$ cat src/rtl/regfile_read_arbiter.sv
// -----------------------------------------------------------------------------
// regfile_read_arbiter
//
// Shares the single 64-bit, 32-entry register-file read mux among N_REQ
// requesters. Each cycle at most one valid request is granted in round-robin
// order starting at the priority pointer. The granted register number is
// registered onto rf_sel. One edge later the mux output is captured and
// returned as rsp_data, tagged with the requester index on rsp_id. Register 31
// reads as zero (XZR).
//
// Ports:
//   clk        in   rising-edge clock
//   reset      in   asynchronous, active-high reset
//   req_valid  in   [N_REQ]    per-requester read request
//   req_addr   in   [5*N_REQ]  register number of requester i in [5i+4:5i]
//   req_ready  out  [N_REQ]    one-hot combinational grant
//   stall      in   blocks new grants while high
//   rf_sel     out  [5]        registered select for the read mux
//   rf_data    in   [64]       combinational read-mux output for rf_sel
//   rsp_valid  out  one-cycle response pulse
//   rsp_id     out  [ID_W]     requester index of the response
//   rsp_data   out  [64]       read data, zero for register 31
// -----------------------------------------------------------------------------
module regfile_read_arbiter #(
    parameter int N_REQ = 4,
    parameter int ID_W  = 2
) (
    input  logic                 clk,
    input  logic                 reset,
    input  logic [N_REQ-1:0]     req_valid,
    input  logic [5*N_REQ-1:0]   req_addr,
    output logic [N_REQ-1:0]     req_ready,
    input  logic                 stall,
    output logic [4:0]           rf_sel,
    input  logic [63:0]          rf_data,
    output logic                 rsp_valid,
    output logic [ID_W-1:0]      rsp_id,
    output logic [63:0]          rsp_data
);

    logic [ID_W-1:0] ptr_q, ptr_d;
    logic [4:0]      rf_sel_q, rf_sel_d;
    logic            s1_valid_q, s1_valid_d;
    logic [ID_W-1:0] s1_id_q, s1_id_d;
    logic            s1_zero_q, s1_zero_d;
    logic            rsp_valid_q, rsp_valid_d;
    logic [ID_W-1:0] rsp_id_q, rsp_id_d;
    logic [63:0]     rsp_data_q, rsp_data_d;

    logic            grant_found;
    logic [ID_W-1:0] grant_idx;
    logic [ID_W-1:0] cand;
    logic [4:0]      grant_addr;
    logic            xfer;

    // Round-robin search. Offsets are scanned from the far end back towards
    // the pointer so the candidate closest to ptr is the last one written and
    // therefore wins.
    always_comb begin
        grant_found = 1'b0;
        grant_idx   = '0;
        cand        = '0;
        for (int k = N_REQ - 1; k >= 0; k--) begin
            cand = ID_W'((int'(ptr_q) + k) % N_REQ);
            if (req_valid[cand]) begin
                grant_found = 1'b1;
                grant_idx   = cand;
            end
        end
    end

    // Select the winner's register number from the packed address bus.
    always_comb begin
        grant_addr = '0;
        for (int i = 0; i < N_REQ; i++) begin
            if (grant_idx == ID_W'(i)) begin
                grant_addr = req_addr[5*i +: 5];
            end
        end
    end

    // Grant is suppressed by stall and by reset so nothing transfers while
    // the pipeline is being cleared.
    always_comb begin
        xfer      = grant_found & ~stall & ~reset;
        req_ready = '0;
        if (xfer) begin
            req_ready = N_REQ'(1) << grant_idx;
        end
    end

    // Next-state for the select/stage-1 registers and the pointer. On a
    // transfer the pointer moves just past the winner; otherwise everything
    // except s1_valid holds.
    always_comb begin
        ptr_d      = ptr_q;
        rf_sel_d   = rf_sel_q;
        s1_valid_d = xfer;
        s1_id_d    = s1_id_q;
        s1_zero_d  = s1_zero_q;
        if (xfer) begin
            rf_sel_d  = grant_addr;
            s1_id_d   = grant_idx;
            s1_zero_d = (grant_addr == 5'd31);
            if (grant_idx == ID_W'(N_REQ - 1)) begin
                ptr_d = '0;
            end else begin
                ptr_d = grant_idx + 1'b1;
            end
        end
    end

    // Response stage: the mux output for rf_sel is captured one edge after
    // the grant. Id and data hold between responses.
    always_comb begin
        rsp_valid_d = s1_valid_q;
        rsp_id_d    = rsp_id_q;
        rsp_data_d  = rsp_data_q;
        if (s1_valid_q) begin
            rsp_id_d   = s1_id_q;
            rsp_data_d = s1_zero_q ? 64'd0 : rf_data;
        end
    end

    // Asynchronous reset drops any in-flight request.
    always_ff @(posedge clk or posedge reset) begin
        if (reset) begin
            ptr_q       <= '0;
            rf_sel_q    <= '0;
            s1_valid_q  <= 1'b0;
            s1_id_q     <= '0;
            s1_zero_q   <= 1'b0;
            rsp_valid_q <= 1'b0;
            rsp_id_q    <= '0;
            rsp_data_q  <= '0;
        end else begin
            ptr_q       <= ptr_d;
            rf_sel_q    <= rf_sel_d;
            s1_valid_q  <= s1_valid_d;
            s1_id_q     <= s1_id_d;
            s1_zero_q   <= s1_zero_d;
            rsp_valid_q <= rsp_valid_d;
            rsp_id_q    <= rsp_id_d;
            rsp_data_q  <= rsp_data_d;
        end
    end

    assign rf_sel    = rf_sel_q;
    assign rsp_valid = rsp_valid_q;
    assign rsp_id    = rsp_id_q;
    assign rsp_data  = rsp_data_q;

endmodule

$ cat config.mk
export PLATFORM = sky130hd
export DESIGN_NAME = regfile_read_arbiter
export DESIGN_NICKNAME = d
export VERILOG_FILES = /design/src/rtl/regfile_read_arbiter.sv
export SDC_FILE = /design/constraint.sdc
export NUM_CORES = 1
export LEC_CHECK = 0
export CAP_MARGIN = 20
export CORE_MARGIN = 1.5
export CORE_UTILIZATION = 35
export CTS_CLUSTER_SIZE = 24
export DETAILED_ROUTE_END_ITERATION = 10
export GPL_ROUTABILITY_DRIVEN = 0
export PLACE_DENSITY = 0.72
export SYNTH_ARGS = -nofsm -noshare
export SYNTH_HDL_FRONTEND = slang
export SYNTH_SLANG_ARGS = --single-unit
$ cat constraint.sdc
create_clock -name clk -period 3 [get_ports clk]
set_input_delay 0.6 -clock clk [delete_from_list [all_inputs] [get_ports clk]]
set_output_delay 0.6 -clock clk [all_outputs]
set_load 0.05 [all_outputs]
==> results of run 1 <==
## cell usage after synthesis (all sizes together)
master | n | area share, %
nand2 | 85 | 9.7
dfrtp | 78 | 60
inv | 70 | 8.0
o21ai | 68 | 10
buf | 9 | 1.6
clkbuf | 7 | 0.80
nor2 | 5 | 0.57
o22ai | 5 | 0.95
a21oi | 4 | 0.61
ha | 4 | 1.5
a22oi | 3 | 0.69
a21o | 2 | 0.46
and2 | 2 | 0.38
mux2 | 2 | 0.69
nand2b | 2 | 0.38
nor2b | 2 | 0.38
nor3 | 2 | 0.46
or3 | 2 | 0.38
a21boi | 1 | 0.23
a221oi | 1 | 0.27
a32o | 1 | 0.34
clkinv | 1 | 0.27
mux2i | 1 | 0.31
nor4 | 1 | 0.19
o2111ai | 1 | 0.46
o211ai | 1 | 0.23
o21a | 1 | 0.23
## power groups by stage
stage	logic, mW	clock network (mW)	registers (mW)
after CTS	1.52	0.979	1.34
after global routing	1.60	1.02	1.37
final	1.51	0.950	1.34
after floorplan	0.325	0	1.94
after detailed placement	1.52	0	1.36
after global placement	1.50	0	1.35
## final timing paths
path	startpoint	to	slack [ps]	cells after the start
worst max-delay path	req_valid[0]	req_ready[3]	130	9
worst min-delay path	s1_id_q[0]	s1_id_q[0]	480	2
worst max register to register	ptr_q[1]	s1_zero_q	690	10
worst min register to register	s1_id_q[0]	s1_id_q[0]	480	2
max in group asynchronous	reset	rsp_data[20]	1620	3
min in group asynchronous	reset	rsp_data[46]	700	2
## cells by family after synthesis
logic type,share of synthesized area (%)
flip-flops,59.5
adder cells (fa/ha/maj),1.53
AO/OA/AOI/OAI,14.8
buffers and inverters,10.6
AND/OR/NAND/NOR,12.5
multiplexers,0.992
## worst max-delay path: stages
cell,delay (ps)
clkdlybuf4s50_1,470
mux2i_1,160
nor2_1,50
nor3_1,180
buf_4,160
ha_1,210
inv_1,70
nor2_1,180
buf_12,170
## layer usage
metal  wire length [um]  part of all wire [%]
met5                  0                     0
met4                149                   1.7
met2               4500                    51
met3                530                   6.0
met1               3670                    41
## layout make-up
cell class / instances / area (um2) / area share [%]
inverters: 71 / 273 / 5.07
multi-input cells: 196 / 986 / 18.3
clock inverters: 5 / 106 / 1.98
well taps: 111 / 139 / 2.58
flip-flops and latches: 78 / 1950 / 36.3
repair buffers: 176 / 1780 / 33.1
clock buffers: 11 / 141 / 2.63
## registers in the layout (all words and copies together), names as in the netlist
register,cells
rsp_valid,1
rsp_data,64
s1_zero_q,1
rsp_id,2
rf_sel,5
ptr_q,2
rsp_valid_d,1
s1_id_q,2
==> impl_metrics.json, run 1 <==
{
  "wl_per_cell_um": 13.7,
  "dpl.hpwl_um": 6590,
  "diodes": 0,
  "cp_max_fo": 5,
  "swShare_pct": 37.9,
  "synthCells": 361,
  "worstPathArrival_ps": 2270,
  "clock_tree.root_cell": "clkbuf_8",
  "antenna_found_initial": 0,
  "rsz0062_at_grt": "false",
  "hp-class": "flop to flop",
  "layout_commonest_cell": "clkdlybuf4s50_1",
  "first_pass_iters": 6,
  "p_switching_mw": 1.44,
  "initialDrtViolationCount": 83,
  "synthesis.nets": 456,
  "grt_pass1_wl_um": 14300,
  "layout_common_cells": "clkdlybuf4s50_1, nand2_1, dfrtp_1, inv_1, o21ai_0",
  "synth_seq_area_share_pct": 59.5,
  "holdWs_ps": 480,
  "grtUsageMet1_pct": 21.1,
  "design.die.area_um2": 9960,
  "stdcell_count": 648,
  "worstSetupPathType": "input port to output port",
  "ys_types": 29,
  "initial_utilization_pct": 35.8,
  "startpoint_type": "input port",
  "fmaxAchievable_mhz": 348,
  "clk_path_buf_depth": 2,
  "power_density_nw_per_um2": 707,
  "grt_busiest_layer": "met2",
  "placed_cells": 632,
  "pwr-share-seq_pct": 35.3,
  "via_per_inst": 4.56,
  "irDropWorstVdd_uv": 324,
  "ys_seq_elements": 78,
  "cts_made_buffers": 9,
  "p_leak_nw": 2.43,
  "drive_gt1_share_pct": 7.08,
  "final_nets": 627,
  "fin_ws_ps": 127,
  "avgSynthCellArea_um2": 9.08,
  "final_util_pct": 58.7,
  "relSlewSlack_pct": 52.3,
  "core_region_area_um2": 9150,
  "hold_viol": 0,
  "fillers": 828,
  "gr-usage-met2_pct": 32.4,
  "grtUsageTotal_pct": 18.1,
  "synth_area_um2": 3280,
  "finClkSkew_ps": 12.1,
  "routed_wl_um": 8850,
  "clkPwrFrac_pct": 25.0,
  "end_kind": "output port",
  "cts-resized-gates": 0,
  "die_h_um": 99.8,
  "synth.yosys.warnings": 0,
  "grt-ovfl-total": 0,
  "post_dp_cell_area_um2": 5130,
  "setup_violations": 0,
  "antenna_left": 0,
  "ctsHoldBuffers": 0,
  "final_area_um2": 5380,
  "min_period_ps": 2870,
  "slew_viol_final": 0,
  "clk_pin_slew_worst_paths_ps": 70,
  "htree_levels": 3,
  "post_cts.repair.setup_buffers": 0,
  "power.total_mw": 3.80,
  "insertion_delay_ps": 340,
  "fin_crit_sh_pct": 95.8,
  "power_frac_comb_pct": 39.7,
  "tns_ps": 0,
  "io_pins": 167,
  "areaGrowthSynthToFinish_pct": 63.9,
  "intPower_mw": 2.36,
  "pre_cts_slack_ps": 29.9,
  "tightest_slew_ps": 715,
  "grt_max_degree": 69,
  "outcome": "completed",
  "cts_sinks": 78,
  "cp_data_required_time_ps": 2400,
  "chipWidth_um": 99.8,
  "rows": 35,
  "cts_tree": "yes",
  "portBuffers": 166,
  "vias": 2958,
  "drc": 0,
  "grtUsageMet3_pct": 3.90,
  "timing.max_cap.violations": 0,
  "grt_pass1_vias": 3027
}
No activity file was read; power rests on OpenSTA's default activity.
==> run 2, diff against run 1 <==
Settings changed: SLEW_MARGIN set to 20.
==> results of run 2 <==
Same layout as run 1: the final DEF is identical, and so are final timing and power.
==> run 3, diff against run 2 <==
Settings changed: CORE_MARGIN 1.5 to 2, SETUP_SLACK_MARGIN set to 0.4.
==> run 3 against run 2 <==
  * Utilization about the same
  * Largest cell class unchanged
  * Clock skew shrank 1.2 ps
  * Routed wire length grew 3.3%
  * Via count increased by 1.6%
  * Non-clock buffer count is 2 lower
  * Global-route usage up 0.16 points
  * Final cell count fell by 0.46%
  * Worst setup slack better by 330 ps
  * Count of clock-buffer cells in the layout fell by 1
  * Power down 1.3%
  * Die area rose by 2.0%
  * Fmax increased by 13%
==> impl_metrics.json, run 3 (synthesis results as in run 1) <==
{
  "whs_endpoint": "rf_sel[2]",
  "topRoutingLayerUsed": "met4",
  "wl_per_cell_um": 14.2,
  "htree_levels": 3,
  "setup_violations": 0,
  "r2r_start": "ptr_q[1]",
  "drc": 0,
  "initial_utilization_pct": 35.8,
  "rows": 35,
  "startpoint_type": "input port",
  "chipWidth_um": 101,
  "finClkSkew_ps": 10.9,
  "layout_commonest_cell": "clkdlybuf4s50_1",
  "crit_path_start": "req_valid[1]",
  "cts_tree": "yes",
  "via_per_inst": 4.66,
  "met3_length_um": 602,
  "dpl.hpwl_um": 6680,
  "vias": 3005,
  "first_pass_iters": 4,
  "grt-ovfl-total": 0,
  "cp_data_required_time_ps": 2400,
  "wl_met1_um": 3730,
  "diodes": 0,
  "grt_max_degree": 69,
  "portBuffers": 166,
  "slew_viol_final": 0,
  "min_period_ps": 2550,
  "clk_pin_slew_worst_paths_ps": 70,
  "design.die.area_um2": 10200,
  "cts_made_buffers": 9,
  "worstPathArrival_ps": 1950,
  "io_pins": 167,
  "tightest_slew_ps": 713,
  "grt_pass1_wl_um": 14600,
  "layout_common_cells": "clkdlybuf4s50_1, nand2_1, dfrtp_1, o21ai_0, inv_1",
  "ctsHoldBuffers": 0,
  "antenna_left": 0,
  "die_h_um": 101,
  "reg2reg_to": "s1_zero_q",
  "worstSetupPathType": "input port to output port",
  "outcome": "completed",
  "antenna_found_initial": 0,
  "relSlewSlack_pct": 52.4,
  "worst-r2r-cell-count": 10,
  "cts_sinks": 78,
  "drive_gt1_share_pct": 9.36,
  "grt_pass1_vias": 2969,
  "cp_max_fo": 4,
  "rsz0062_at_grt": "true",
  "irDropWorstVdd_uv": 435,
  "tns_ps": 0,
  "routed_wl_um": 9140,
  "fillers": 796,
  "grtUsageTotal_pct": 18.2,
  "regToRegSetupSlack_ps": 700,
  "wl_met2_um": 4570,
  "p_leak_nw": 2.41,
  "hold_depth": 2,
  "crit_slowest_cell": "dlygate4sd2_1",
  "largest_reg_flops": 64,
  "power_density_nw_per_um2": 698,
  "fin_crit_sh_pct": 84.9,
  "final_nets": 625,
  "crit_path_max_incr_delay_ps": 260,
  "areaGrowthSynthToFinish_pct": 63.9,
  "insertion_delay_ps": 350,
  "hp-start": "rf_sel[2]",
  "hp-class": "flop to flop",
  "initialDrtViolationCount": 76,
  "clock_tree.root_cell": "clkbuf_8",
  "end_kind": "output port",
  "timing.max_cap.violations": 0,
  "hold_viol": 0,
  "path_cells": "dlygate4sd2_1 > a21oi_1 > o21a_1 > o22ai_2 > buf_4 > ha_1 > and2_4 > buf_12",
  "power.total_mw": 3.75,
  "core_region_area_um2": 9150,
  "fmaxAchievable_mhz": 393,
  "clk_path_buf_depth": 2
}
[run 3: critical path: cells and delay by family]
kind	cells	cell delay (ps)
fa+ha+maj	1	180
simple gates	1	160
compound gates	3	460
buf+inv	3	550
[run 3: area by class of cell]
type / count / area [um2] / share of cell area (%)
Clock buffer: 10 / 138 / 2.56
Clock inverter: 5 / 83.8 / 1.56
Inverter: 71 / 273 / 5.08
Sequential cell: 78 / 1950 / 36.4
Timing Repair Buffer: 174 / 1760 / 32.8
Tap cell: 111 / 139 / 2.58
Multi-Input combinational cell: 196 / 1020 / 19.1
[run 3: layer usage]
metal	track usage, %	up-vias
li1	-	1463
met1	22.7	1412
met2	30.4	107
met3	4.37	23
met4	7.59	0
met5	0	-
[run 3: metrics by stage]
stage	instance area [um2]	hold WS [ps]	instances	worst slack, ps	util [%]
after floorplan	3280	420	361	405	-
after global placement	5110	463	629	77.0	55.8
after detailed placement	5110	467	629	-52.1	55.8
after CTS	5350	485	645	409	58.5
after global routing	5370	533	645	390	58.7
final	5370	476	645	453	58.7
[run 3: worst max-delay path by stage]
stage	endpoint	depth (start not counted)	slack (ps)
CTS	req_ready[2]	9	410
floorplan	ptr_q[0]	1	400
global route	req_ready[3]	8	390
global placement	req_ready[2]	9	80
finish	req_ready[1]	8	450
detailed placement	s1_zero_q	12	-50
[run 3: power by group]
| part | internal [mW] | switching, mW |
|---|---|---|
| clock | 0.488 | 0.387 |
| sequential | 1.24 | 0.105 |
| combinational | 0.558 | 0.980 |
[run 3: repair_timing]
| item | 4_1_cts | 5_1_grt |
|---|---|---|
| pin swaps | 2 | 3 |
| buffers inserted | 1 | 0 |
| endpoints found under the hold margin | 0 | 0 |
| gates resized for setup | 10 | 12 |
| endpoints found under the setup margin | 5 | 4 |
